## src/rtl/fb_port_arbiter.sv

```systemverilog
// fb_port_arbiter
//   Arbitrates the single-port frame-buffer RAM between the VGA scan-out
//   reader and the renderer. Scan-out reads always win. Renderer writes are
//   queued in a small FIFO and drained on cycles without a read. Read data is
//   re-joined with its scan control two cycles later as mem_pixel_t.
// Ports
//   clk, rst_n           clock, async active-low reset
//   vga_ctrl_in          scan timing/control of the current cycle
//   rd_en, rd_addr       scan-out read request and word address
//   mem_out              ctrl + read pixel, 2-cycle latency
//   wr_valid, wr_ready   renderer write handshake (wr_ready registered)
//   wr_pix               renderer x, y, pixel
//   fb_addr, fb_we,
//   fb_wdata, fb_rdata   RAM port (read data 1 cycle after address)
//   fifo_level           write queue occupancy
//   drop_cnt             saturating count of out-of-range writes

package fb_pkg;
  localparam int unsigned X_PIXEL_MEM  = 97;
  localparam int unsigned Y_PIXEL_MEM  = 257;
  localparam int unsigned BITSPERPIXEL = 8;

  typedef logic [BITSPERPIXEL-1:0] raw_pixel_t;

  typedef struct packed {
    logic [9:0] x;
    logic [9:0] y;
    logic       hs;
    logic       vs;
    logic       active;
  } vga_ctrl_t;

  typedef struct packed {
    vga_ctrl_t  ctrl;
    raw_pixel_t pixel;
  } mem_pixel_t;

  typedef struct packed {
    logic [9:0] pixel_x;
    logic [9:0] pixel_y;
    raw_pixel_t pixel;
  } render_pixel_t;

  localparam mem_pixel_t mem_pixel_dv = '{
    ctrl:  '{x: '0, y: '0, hs: 1'b1, vs: 1'b1, active: 1'b0},
    pixel: '0
  };
endpackage

module fb_port_arbiter
  import fb_pkg::*;
#(
  parameter int unsigned FIFO_DEPTH = 8,
  parameter int unsigned ADDR_W     = $clog2(X_PIXEL_MEM * Y_PIXEL_MEM)
) (
  input  logic                          clk,
  input  logic                          rst_n,
  input  vga_ctrl_t                     vga_ctrl_in,
  input  logic                          rd_en,
  input  logic [ADDR_W-1:0]             rd_addr,
  output mem_pixel_t                    mem_out,
  input  logic                          wr_valid,
  output logic                          wr_ready,
  input  render_pixel_t                 wr_pix,
  output logic [ADDR_W-1:0]             fb_addr,
  output logic                          fb_we,
  output logic [BITSPERPIXEL-1:0]       fb_wdata,
  input  logic [BITSPERPIXEL-1:0]       fb_rdata,
  output logic [$clog2(FIFO_DEPTH):0]   fifo_level,
  output logic [15:0]                   drop_cnt
);

  localparam int unsigned PTR_W = $clog2(FIFO_DEPTH);
  localparam int unsigned LVL_W = PTR_W + 1;

  logic [ADDR_W-1:0] q_addr [FIFO_DEPTH];
  raw_pixel_t        q_data [FIFO_DEPTH];
  logic [PTR_W-1:0]  rd_ptr, wr_ptr;
  logic [LVL_W-1:0]  level_next;

  logic              in_range, accept, push, drop, pop;
  logic [ADDR_W-1:0] push_addr;

  vga_ctrl_t         ctrl_s1;
  logic              rd_s1;

  assign in_range  = (32'(wr_pix.pixel_x) < X_PIXEL_MEM) &&
                     (32'(wr_pix.pixel_y) < Y_PIXEL_MEM);
  assign push_addr = ADDR_W'(32'(wr_pix.pixel_y) * X_PIXEL_MEM + 32'(wr_pix.pixel_x));

  // Out-of-range writes complete the handshake but never enter the queue.
  assign accept = wr_valid & wr_ready;
  assign push   = accept & in_range;
  assign drop   = accept & ~in_range;
  assign pop    = ~rd_en & (fifo_level != '0);

  assign level_next = fifo_level + LVL_W'(push) - LVL_W'(pop);

  always_comb begin
    fb_we    = pop;
    fb_addr  = '0;
    fb_wdata = '0;
    if (rd_en) begin
      fb_addr = rd_addr;
    end else if (pop) begin
      fb_addr  = q_addr[rd_ptr];
      fb_wdata = q_data[rd_ptr];
    end
  end

  always_ff @(posedge clk) begin
    if (push) begin
      q_addr[wr_ptr] <= push_addr;
      q_data[wr_ptr] <= wr_pix.pixel;
    end
  end

  always_ff @(posedge clk or negedge rst_n) begin
    if (!rst_n) begin
      rd_ptr     <= '0;
      wr_ptr     <= '0;
      fifo_level <= '0;
      wr_ready   <= 1'b0;
      drop_cnt   <= '0;
    end else begin
      if (push) wr_ptr <= wr_ptr + PTR_W'(1);
      if (pop)  rd_ptr <= rd_ptr + PTR_W'(1);
      fifo_level <= level_next;
      // Registered from next occupancy so it always equals !full of the
      // current level; a full queue never accepts even while popping.
      wr_ready   <= (level_next != LVL_W'(FIFO_DEPTH));
      if (drop && (drop_cnt != '1)) drop_cnt <= drop_cnt + 16'd1;
    end
  end

  always_ff @(posedge clk or negedge rst_n) begin
    if (!rst_n) begin
      ctrl_s1 <= mem_pixel_dv.ctrl;
      rd_s1   <= 1'b0;
      mem_out <= mem_pixel_dv;
    end else begin
      ctrl_s1       <= vga_ctrl_in;
      rd_s1         <= rd_en;
      mem_out.ctrl  <= ctrl_s1;
      mem_out.pixel <= rd_s1 ? fb_rdata : '0;
    end
  end

endmodule

```

## config.mk

```make
export PLATFORM = sky130hd
export DESIGN_NAME = fb_port_arbiter
export DESIGN_NICKNAME = d
export VERILOG_FILES = /design/src/rtl/fb_port_arbiter.sv
export SDC_FILE = /design/constraint.sdc
export NUM_CORES = 1
export LEC_CHECK = 0
export ABC_AREA = 1
export CELL_PAD_IN_SITES_DETAIL_PLACEMENT = 1
export CELL_PAD_IN_SITES_GLOBAL_PLACEMENT = 2
export CORE_UTILIZATION = 37
export DETAILED_ROUTE_END_ITERATION = 10
export PLACE_DENSITY = 0.86
export SLEW_MARGIN = 20
export SYNTH_ARGS = -nofsm -noshare
export SYNTH_HDL_FRONTEND = slang
export SYNTH_SLANG_ARGS = --single-unit
export TNS_END_PERCENT = 100
```

## constraint.sdc

```tcl
create_clock -name clk -period 3.5 [get_ports clk]
set_clock_uncertainty 0.05 [all_clocks]
set_input_delay 1.05 -clock clk [delete_from_list [all_inputs] [get_ports clk]]
set_output_delay 1.05 -clock clk [all_outputs]
set_load 0.05 [all_outputs]
```

==> results of run 1 <==
## sequential cells by signal, summed over array words and instances, names as in the netlist
| name | cells |
|---|---|
| mem_out | 31 |
| rd_ptr | 3 |
| q_addr | 120 |
| wr_ptr | 3 |
| q_data | 64 |
| ctrl_s1 | 23 |
| fifo_level | 4 |
| rd_s1 | 1 |
| drop_cnt | 16 |
| wr_ready | 1 |
## power by group through the flow
stage / Clock, mW / Sequential [mW] / Combinational, mW
2_1_floorplan: 0 / 4.12 / 2.62
3_3_place_gp: 0 / 3.94 / 4.51
3_5_place_dp: 0 / 3.95 / 4.67
4_1_cts: 3.11 / 3.90 / 4.83
5_1_grt: 3.21 / 3.92 / 5.38
6_report: 3.05 / 3.90 / 4.98
## cell usage in the layout, fill, tap and decap left out, types with 39 or more instances in the layout
master           Yosys  final
dfrtp_1             78     76
clkdlybuf4s50_1      0    114
inv_1               76     66
buf_4                6     71
buf_12               0     39
o21ai_0            101     96
nor2_1             186    160
ha_1                67     42
nand2_1            169    151
edfxtp_1           184    184
## how the worst min path moves through the flow
stage                startpoint          end  slack (ns)  depth (start not counted)
floorplan            ctrl_s1[3]  mem_out[11]        0.28                          0
global placement     ctrl_s1[7]  mem_out[15]        0.28                          0
detailed placement  ctrl_s1[21]  mem_out[29]        0.29                          0
CTS                  ctrl_s1[8]  mem_out[16]        0.30                          0
global route        ctrl_s1[15]  mem_out[23]        0.30                          0
finish               ctrl_s1[8]  mem_out[16]        0.30                          0
## cell usage after synthesis (3+ instances only)
cell type | number | area [µm²]
nor2_2 | 4 | 25.02
dfstp_2 | 4 | 105.1
buf_4 | 6 | 45.04
o22ai_1 | 8 | 50.05
nand2_2 | 3 | 18.77
buf_2 | 11 | 55.05
nand4_1 | 4 | 25.02
nand2_1 | 169 | 634.4
inv_1 | 76 | 285.3
o21ai_0 | 101 | 505.5
xor2_1 | 14 | 122.6
nor2_1 | 186 | 698.2
o211ai_1 | 38 | 285.3
dfrtp_1 | 78 | 1952
a21oi_1 | 8 | 40.04
clkbuf_1 | 18 | 67.56
edfxtp_1 | 184 | 5525
fa_1 | 9 | 180.2
ha_1 | 67 | 838.3
xnor2_1 | 13 | 113.9
nand3_1 | 34 | 170.2
## cell families after synthesis
family / Yosys count
compound gates: 160
simple gates: 406
buf+inv: 118
fa+ha+maj: 76
xor+xnor: 27
flops: 266
## repair_timing
action | CTS | global route
gates cloned | 0 | 2
endpoints found under the setup margin | 77 | 64
pin swaps | 22 | 24
setup buffers | 4 | 3
endpoints found under the hold margin | 0 | 0
gates resized for setup | 61 | 52
## per-layer routing
layer | vias up | wire [µm] | GRT usage
met5 | - | 0 | 0
met4 | 0 | 843 | 0.05831
met3 | 61 | 1250 | 0.02641
met2 | 195 | 17210 | 0.3666
met1 | 4284 | 13190 | 0.2296
li1 | 4046 | - | -
## worst max-delay path: cells and delay by family
kind	cells	cell delay (ns)
AO/OA/AOI/OAI	2	0.35
AND/OR/NAND/NOR	4	0.35
adder cells (fa/ha/maj)	5	1.75
buffers and inverters	3	0.21
## stage by stage
stage / cells / total power [mW] / instance area, µm² / utilization
6_report: 1708 / 11.93 / 16390 / 0.5195
5_1_grt: 1708 / 12.51 / 16390 / 0.5195
4_1_cts: 1704 / 11.84 / 16150 / 0.5117
3_5_place_dp: 1646 / 8.619 / 14950 / 0.4738
3_3_place_gp: 1646 / 8.459 / 14950 / 0.4738
2_1_floorplan: 1053 / 6.747 / 12110 / -
## final cells by class
| type | count | area [µm²] |
|---|---|---|
| fill | 3251 | 15160 |
| sequential | 266 | 7587 |
| multi-input combinational | 669 | 4422 |
| timing repair buffer | 239 | 2621 |
| clock buffer | 37 | 765.7 |
| tap | 402 | 503.0 |
| inverter | 78 | 307.8 |
| clock inverter | 17 | 187.7 |
==> metrics.log, run 1 <==
INFO  metric firstDrtPassIters = 5
INFO  metric timing.critical_path.cells = buf_12 > ha_4 > ha_4 > fa_1 > inv_2 > fa_1 > inv_2 > ha_4 > a21oi_4 > nand2_2 > nand2_2 > nand3_4 > o21ai_4 > nand2_4
INFO  metric critical_path.startpoint_type = input pin
INFO  metric tightest_slew = 0.7819 ns
INFO  metric cts_hold_repair.buffers = 0
INFO  metric whs = approximately 0.30 ns
INFO  metric clock_path_buffers = 3
INFO  metric ys.flop_type = edfxtp_1
INFO  metric cts_inserted_buffers = 29
INFO  metric synth_compound_area_frac = 0.07709
INFO  metric timing.final.hold_violations = 0
INFO  metric run_status = completed
INFO  metric area_growth_syn_to_layout = 38.00%
INFO  metric comb_power_share = 0.418
INFO  metric ctsRootBufferMaster = clkbuf_16
INFO  metric insertion_delay = about 0.55 ns
INFO  metric ff2ff_path_depth = 13
INFO  metric synth_warn = 0
INFO  metric cts.sink_count = 266
INFO  metric post-place-ws = -1.063 ns
INFO  metric postSynth.asyncResetShare = 0.3083
INFO  metric ant_nets = 0
INFO  metric rrSetupSlack = 0.67 ns
INFO  metric critPathKind = input pin to register
INFO  metric io_pins = 154
INFO  metric yosys.cell_types.count = 35
INFO  metric final_max_slew_viol_count = 0
INFO  metric initial_antenna_violation_count = 0
INFO  metric worst_setup_path_end_kind = register
INFO  metric via_count_of_the_routed_design = 8586
INFO  metric total_drc_errors_in_the_routed_layout = 0
INFO  metric power.share.clock = 0.256
INFO  metric ys_ff_latch = 266
INFO  metric syn-instance-count = 1053
INFO  metric critical_path.max_fanout = 8
INFO  metric drt_iter0_markers = approximately 440
INFO  metric chipWidth = 181.2 µm
INFO  metric hpwlAfterDp = about 21 mm
INFO  metric critical-path-max-stage-delay = 0.52 ns
INFO  metric synthesis.nets = 1207
INFO  metric cp.arrival = 3.71 ns
INFO  metric worstSetupEndpoint = q_addr[6][14]
INFO  metric grt_pass1_wl = 50.25 mm
INFO  metric synth_top_family_by_area = simple AND/OR/NAND/NOR gates
INFO  metric grt_start_max_net_pins = 95
INFO  metric die-area = 32830 µm²
INFO  metric intPower = 7.507 mW
INFO  metric max_clock_freq = 287.1 MHz
INFO  metric crit_path_top_delay_cell = fa_1
INFO  metric final_net_count = 1437
INFO  metric synth_xor_xnor_area_share = 0.01991
INFO  metric p_per_area = 727.6 nW/µm²
INFO  metric worstReg2RegStart = fifo_level[2]
INFO  metric initial_standard_cell_utilization_of_the_core = 0.3765
INFO  metric site_row_count = 65
INFO  metric slew_headroom = 0.4770
INFO  metric max-cap-violations = 0
INFO  metric via_count_of_the_first_global_routing_pass = 9412
INFO  metric die_height = 181.2 µm
INFO  metric r2r-end = wr_ready
INFO  metric routedWlPerCell = 19.02 µm
INFO  metric power_switching = between 4 and 5 mW
INFO  metric grt.overflow.total = 0
INFO  metric critPathRequiredTime = around 3.7 ns
INFO  metric detail_route.vias_per_cell = 5.027
INFO  metric final.setup.tns = 0 ns
INFO  metric setup.worst_path.start = wr_pix[11]
INFO  metric synthSimpleGateAreaFrac = 0.1372
INFO  metric post-route-worst-setup-slack = 0.01642 ns
INFO  metric period_needed = 3.484 ns
INFO  metric final_layout_size_suffix_gt1_frac = 0.2129
INFO  metric synth_edf_count = approximately 180
INFO  metric place.port_buffers = 153
INFO  metric power_leakage = 6.499 nW
INFO  metric proportion_of_synthesized_area_in_mux_cells = 0
INFO  metric maximum_vdd_drop = approximately 400 µV
INFO  metric period_share = 0.9953
INFO  metric switching_share = 0.3707
INFO  metric worstHoldPathType = register to register
INFO  metric std_cell_core_area = 31560 µm²
INFO  metric cts.clk_slew.worst_paths = around 0.060 ns
INFO  metric synth-adder-area-share = 0.08573
INFO  metric gpl.final_weighted_congestion = 0.8148
INFO  metric tritoncts = yes
INFO  metric synth.avg_cell_area = 11.28 µm²
INFO  metric antennaDiodeCount = 0
INFO  metric wirelength = 32.48 mm
INFO  metric synthesis.area = 11880 µm²
INFO  metric synth-seq-area-share = 0.6382
INFO  metric grt_util_all_layers = 0.1953
INFO  metric grt_setup_unrepaired = yes
INFO  metric critical_path.most_common_cell = ha_4
INFO  metric htree_levels = 1
INFO  metric setup_viol = 0
INFO  metric power.sequential.fraction = 0.327
No activity file was read; power rests on OpenSTA's default activity.
==> inputs of run 2 (changes only) <==
--- a/config.mk
+++ b/config.mk
@@ -8,9 +8,11 @@
 export ABC_AREA = 1
 export CELL_PAD_IN_SITES_DETAIL_PLACEMENT = 1
 export CELL_PAD_IN_SITES_GLOBAL_PLACEMENT = 2
+export CORE_ASPECT_RATIO = 1.1
 export CORE_UTILIZATION = 37
 export DETAILED_ROUTE_END_ITERATION = 10
 export PLACE_DENSITY = 0.86
+export SKIP_CTS_REPAIR_TIMING = 1
 export SLEW_MARGIN = 20
 export SYNTH_ARGS = -nofsm -noshare
 export SYNTH_HDL_FRONTEND = slang
==> run 2 against run 1 <==
The flow now finishes with violations (negative setup slack); register-to-register slack improved by 0.06 ns; flip-flop and latch count unchanged; routed wire length rose by 1.5%; cell area down 0.58%; sequential power about the same; worst setup slack got worse by 0.14 ns; clock power shrank 3%; combinational power hardly changed; critical path depth is 1 higher; largest power group unchanged.
==> metrics.log, run 2 (synthesized netlist as in run 1, its figures left out) <==
INFO  metric grt_start_max_net_pins = 83 (-13%)
INFO  metric critPathKind = input pin to register
INFO  metric multiInputGateArea = 4304 µm² (-2.7%)
INFO  metric die_height = 189.9 µm (+4.8%)
INFO  metric max_clock_freq = 275.9 MHz (-3.9%)
INFO  metric critical_path.startpoint_type = input pin
INFO  metric via_count_of_the_first_global_routing_pass = 9114 (-3.2%)
INFO  metric cts_inserted_buffers = 27 (-6.9%)
INFO  metric final_max_slew_viol_count = 0 (unchanged)
INFO  metric clock_path_buffers = 3 (unchanged)
INFO  metric drt_iter0_markers = 419 (-3.7%)
INFO  metric final_layout_size_suffix_gt1_frac = 0.1986 (-0.01425)
INFO  metric largest_reg_flops = 120 (unchanged)
INFO  metric grt_pass1_wl = 50.01 mm (-0.48%)
INFO  metric firstDrtPassIters = 4 (-1)
INFO  metric power_leakage = 6.500 nW (about the same)
INFO  metric io_pins = 154 (unchanged)
INFO  metric slew_headroom = 0.6184 (+0.1415)
INFO  metric maximum_vdd_drop = 372.0 µV (-8.1%)
INFO  metric place_inst = 1659 (+0.79%)
INFO  metric insertion_delay = 0.52 ns (-0.03 ns)
INFO  metric std_cell_core_area = 31480 µm² (-0.24%)
INFO  metric max-cap-violations = 0 (unchanged)
INFO  metric period_needed = 3.625 ns (+0.1414 ns)
INFO  metric die-area = 32830 µm² (about the same)
INFO  metric worst_setup_path_end_kind = register
INFO  metric hpwlAfterDp = 21.47 mm (+1.1%)
INFO  metric critical_path.max_fanout = 8 (unchanged)
INFO  metric ctsRootBufferMaster = clkbuf_16
INFO  metric non_filler_instances = 1719 (+0.64%)
INFO  metric gpl.final_weighted_congestion = 0.7913 (-2.9%)
INFO  metric critPathRequiredTime = 3.70 ns (-0.03 ns)
INFO  metric ant_nets = 0 (unchanged)
INFO  metric place.port_buffers = 153 (unchanged)
INFO  metric cts.sink_count = 266 (unchanged)
INFO  metric layout.cells.most_common_list = edfxtp_1, nor2_1, nand2_1
INFO  metric final_net_count = 1433 (-0.28%)
INFO  metric chipWidth = 172.9 µm (-4.6%)
INFO  metric wirelength = 32.98 mm (+1.5%)
INFO  metric period_share = 1.036 (+0.04039)
INFO  metric run_status = finished with violations
INFO  metric area_growth_syn_to_layout = 37.20%
INFO  metric total_drc_errors_in_the_routed_layout = 0 (unchanged)
INFO  metric cp.arrival = 3.83 ns (+0.12 ns)
INFO  metric detail_route.vias_per_cell = 4.981 (-0.92%)
INFO  metric registers_with_the_most_flip_flops = q_addr: 120 flops, q_data: 64 flops, mem_out: 31 flops
INFO  metric site_row_count = 68 (+4.6%)
INFO  metric routedWlPerCell = 19.19 µm (+0.89%)
INFO  metric tightest_slew = 0.5705 ns (-0.2113 ns)
INFO  metric final_core_util = 0.5178 (-0.001782)
INFO  metric initial_standard_cell_utilization_of_the_core = 0.3774 (+0.0008978)
INFO  metric registers.top_by_ff_count = q_addr
INFO  metric final.setup.tns = -3.225 ns (-3.225 ns)
INFO  metric cts.clk_slew.worst_paths = 0.06 ns (about the same)
INFO  metric tritoncts = yes
INFO  metric final.fill_count = 3328 (+2.4%)
INFO  metric timing.final.hold_violations = 0 (unchanged)
INFO  metric p_per_area = 725.6 nW/µm² (-0.28%)
INFO  metric grt.overflow.total = 0 (unchanged)
INFO  metric htree_levels = 1 (unchanged)
INFO  metric grt_util_all_layers = 0.1951 (about the same)
INFO  metric via_count_of_the_routed_design = 8562 (-0.28%)
INFO  metric setup_viol = 40 (+40)
INFO  metric post-route-worst-setup-slack = -0.1249 ns (-0.1414 ns)
INFO  metric worstHoldPathType = register to register
INFO  metric layout.cells.most_common = edfxtp_1
INFO  metric seqCellArea = 7587 µm² (unchanged)
INFO  metric violated_checks = negative setup slack
INFO  metric antennaDiodeCount = 0 (unchanged)
INFO  metric initial_antenna_violation_count = 0 (unchanged)
INFO  metric grt_setup_unrepaired = yes
run 2: cell types whose count changed in the layout (fill, tap and decap cells not counted), moves of 6 or more:
cell,previous run,this run
clkbuf_1,7,1
dlymetal6s2s_1,2,10
clkinv_1,1,7
ha_1,42,49
buf_4,71,65
clkinv_2,11,3
ha_4,23,16
run 2: power by group:
group          internal [mW]  switching [mW]
clock network           1.77            1.18
registers               3.73           0.183
logic                   1.94            3.03
total                   7.44            4.39
run 2: metal layers:
layer,up-vias,global-route usage,wire (µm)
li1,4032,-,-
met1,4300,0.2332,13100
met2,166,0.3671,17850
met3,64,0.02018,958
met4,0,0.06161,1078
met5,-,0,0
run 2: final timing paths:
check	slack (ns)	endpoint	startpoint	cells after the start
worst max-delay path	-0.12	q_addr[5][11]	wr_pix[11]	15
worst min-delay path	0.30	mem_out[24]	ctrl_s1[16]	0
worst max register to register	0.73	wr_ready	fifo_level[2]	13
worst min register to register	0.30	mem_out[24]	ctrl_s1[16]	0
max in group asynchronous	2.54	rd_ptr[1]	rst_n	2
min in group asynchronous	0.51	mem_out[2]	rst_n	2
run 2: final cells by class:
type,count,area share
Clock buffer,28,0.04168
Clock inverter,21,0.01420
Inverter,78,0.01873
Multi-Input combinational cell,669,0.2641
Sequential cell,266,0.4655
Tap cell,420,0.03224
Timing Repair Buffer,237,0.1636
run 2: worst max-delay path, stage by stage:
cell and delay (ns):
buf_6 0.09, buf_8 0.13, inv_12 0.04, ha_4 0.19, ha_4 0.26, inv_2 0.04, fa_1 0.47, fa_1 0.53
inv_2 0.05, ha_4 0.25, a21o_1 0.22, a31oi_2 0.23, nand2_1 0.10, nand2_2 0.08, nand2_4 0.09
run 2: metrics by stage:
step	area (µm²)	worst slack, ns	hold WS [ns]	power [mW]
floorplan	12110	-0.1811	0.2812	6.747
global route	16300	-0.1928	0.3022	12.41
detailed placement	14960	-1.041	0.2863	8.631
finish	16300	-0.1249	0.2989	11.83
CTS	15870	-0.5146	0.3005	11.63
global placement	14960	-0.9713	0.2810	8.451
==> inputs of run 3 (changes only) <==
--- a/config.mk
+++ b/config.mk
@@ -6,6 +6,7 @@
 export NUM_CORES = 1
 export LEC_CHECK = 0
 export ABC_AREA = 1
+export CAP_MARGIN = 0
 export CELL_PAD_IN_SITES_DETAIL_PLACEMENT = 1
 export CELL_PAD_IN_SITES_GLOBAL_PLACEMENT = 2
 export CORE_ASPECT_RATIO = 1.1
==> results of run 3 <==
Final layout, timing and power as in run 2 (identical DEF).
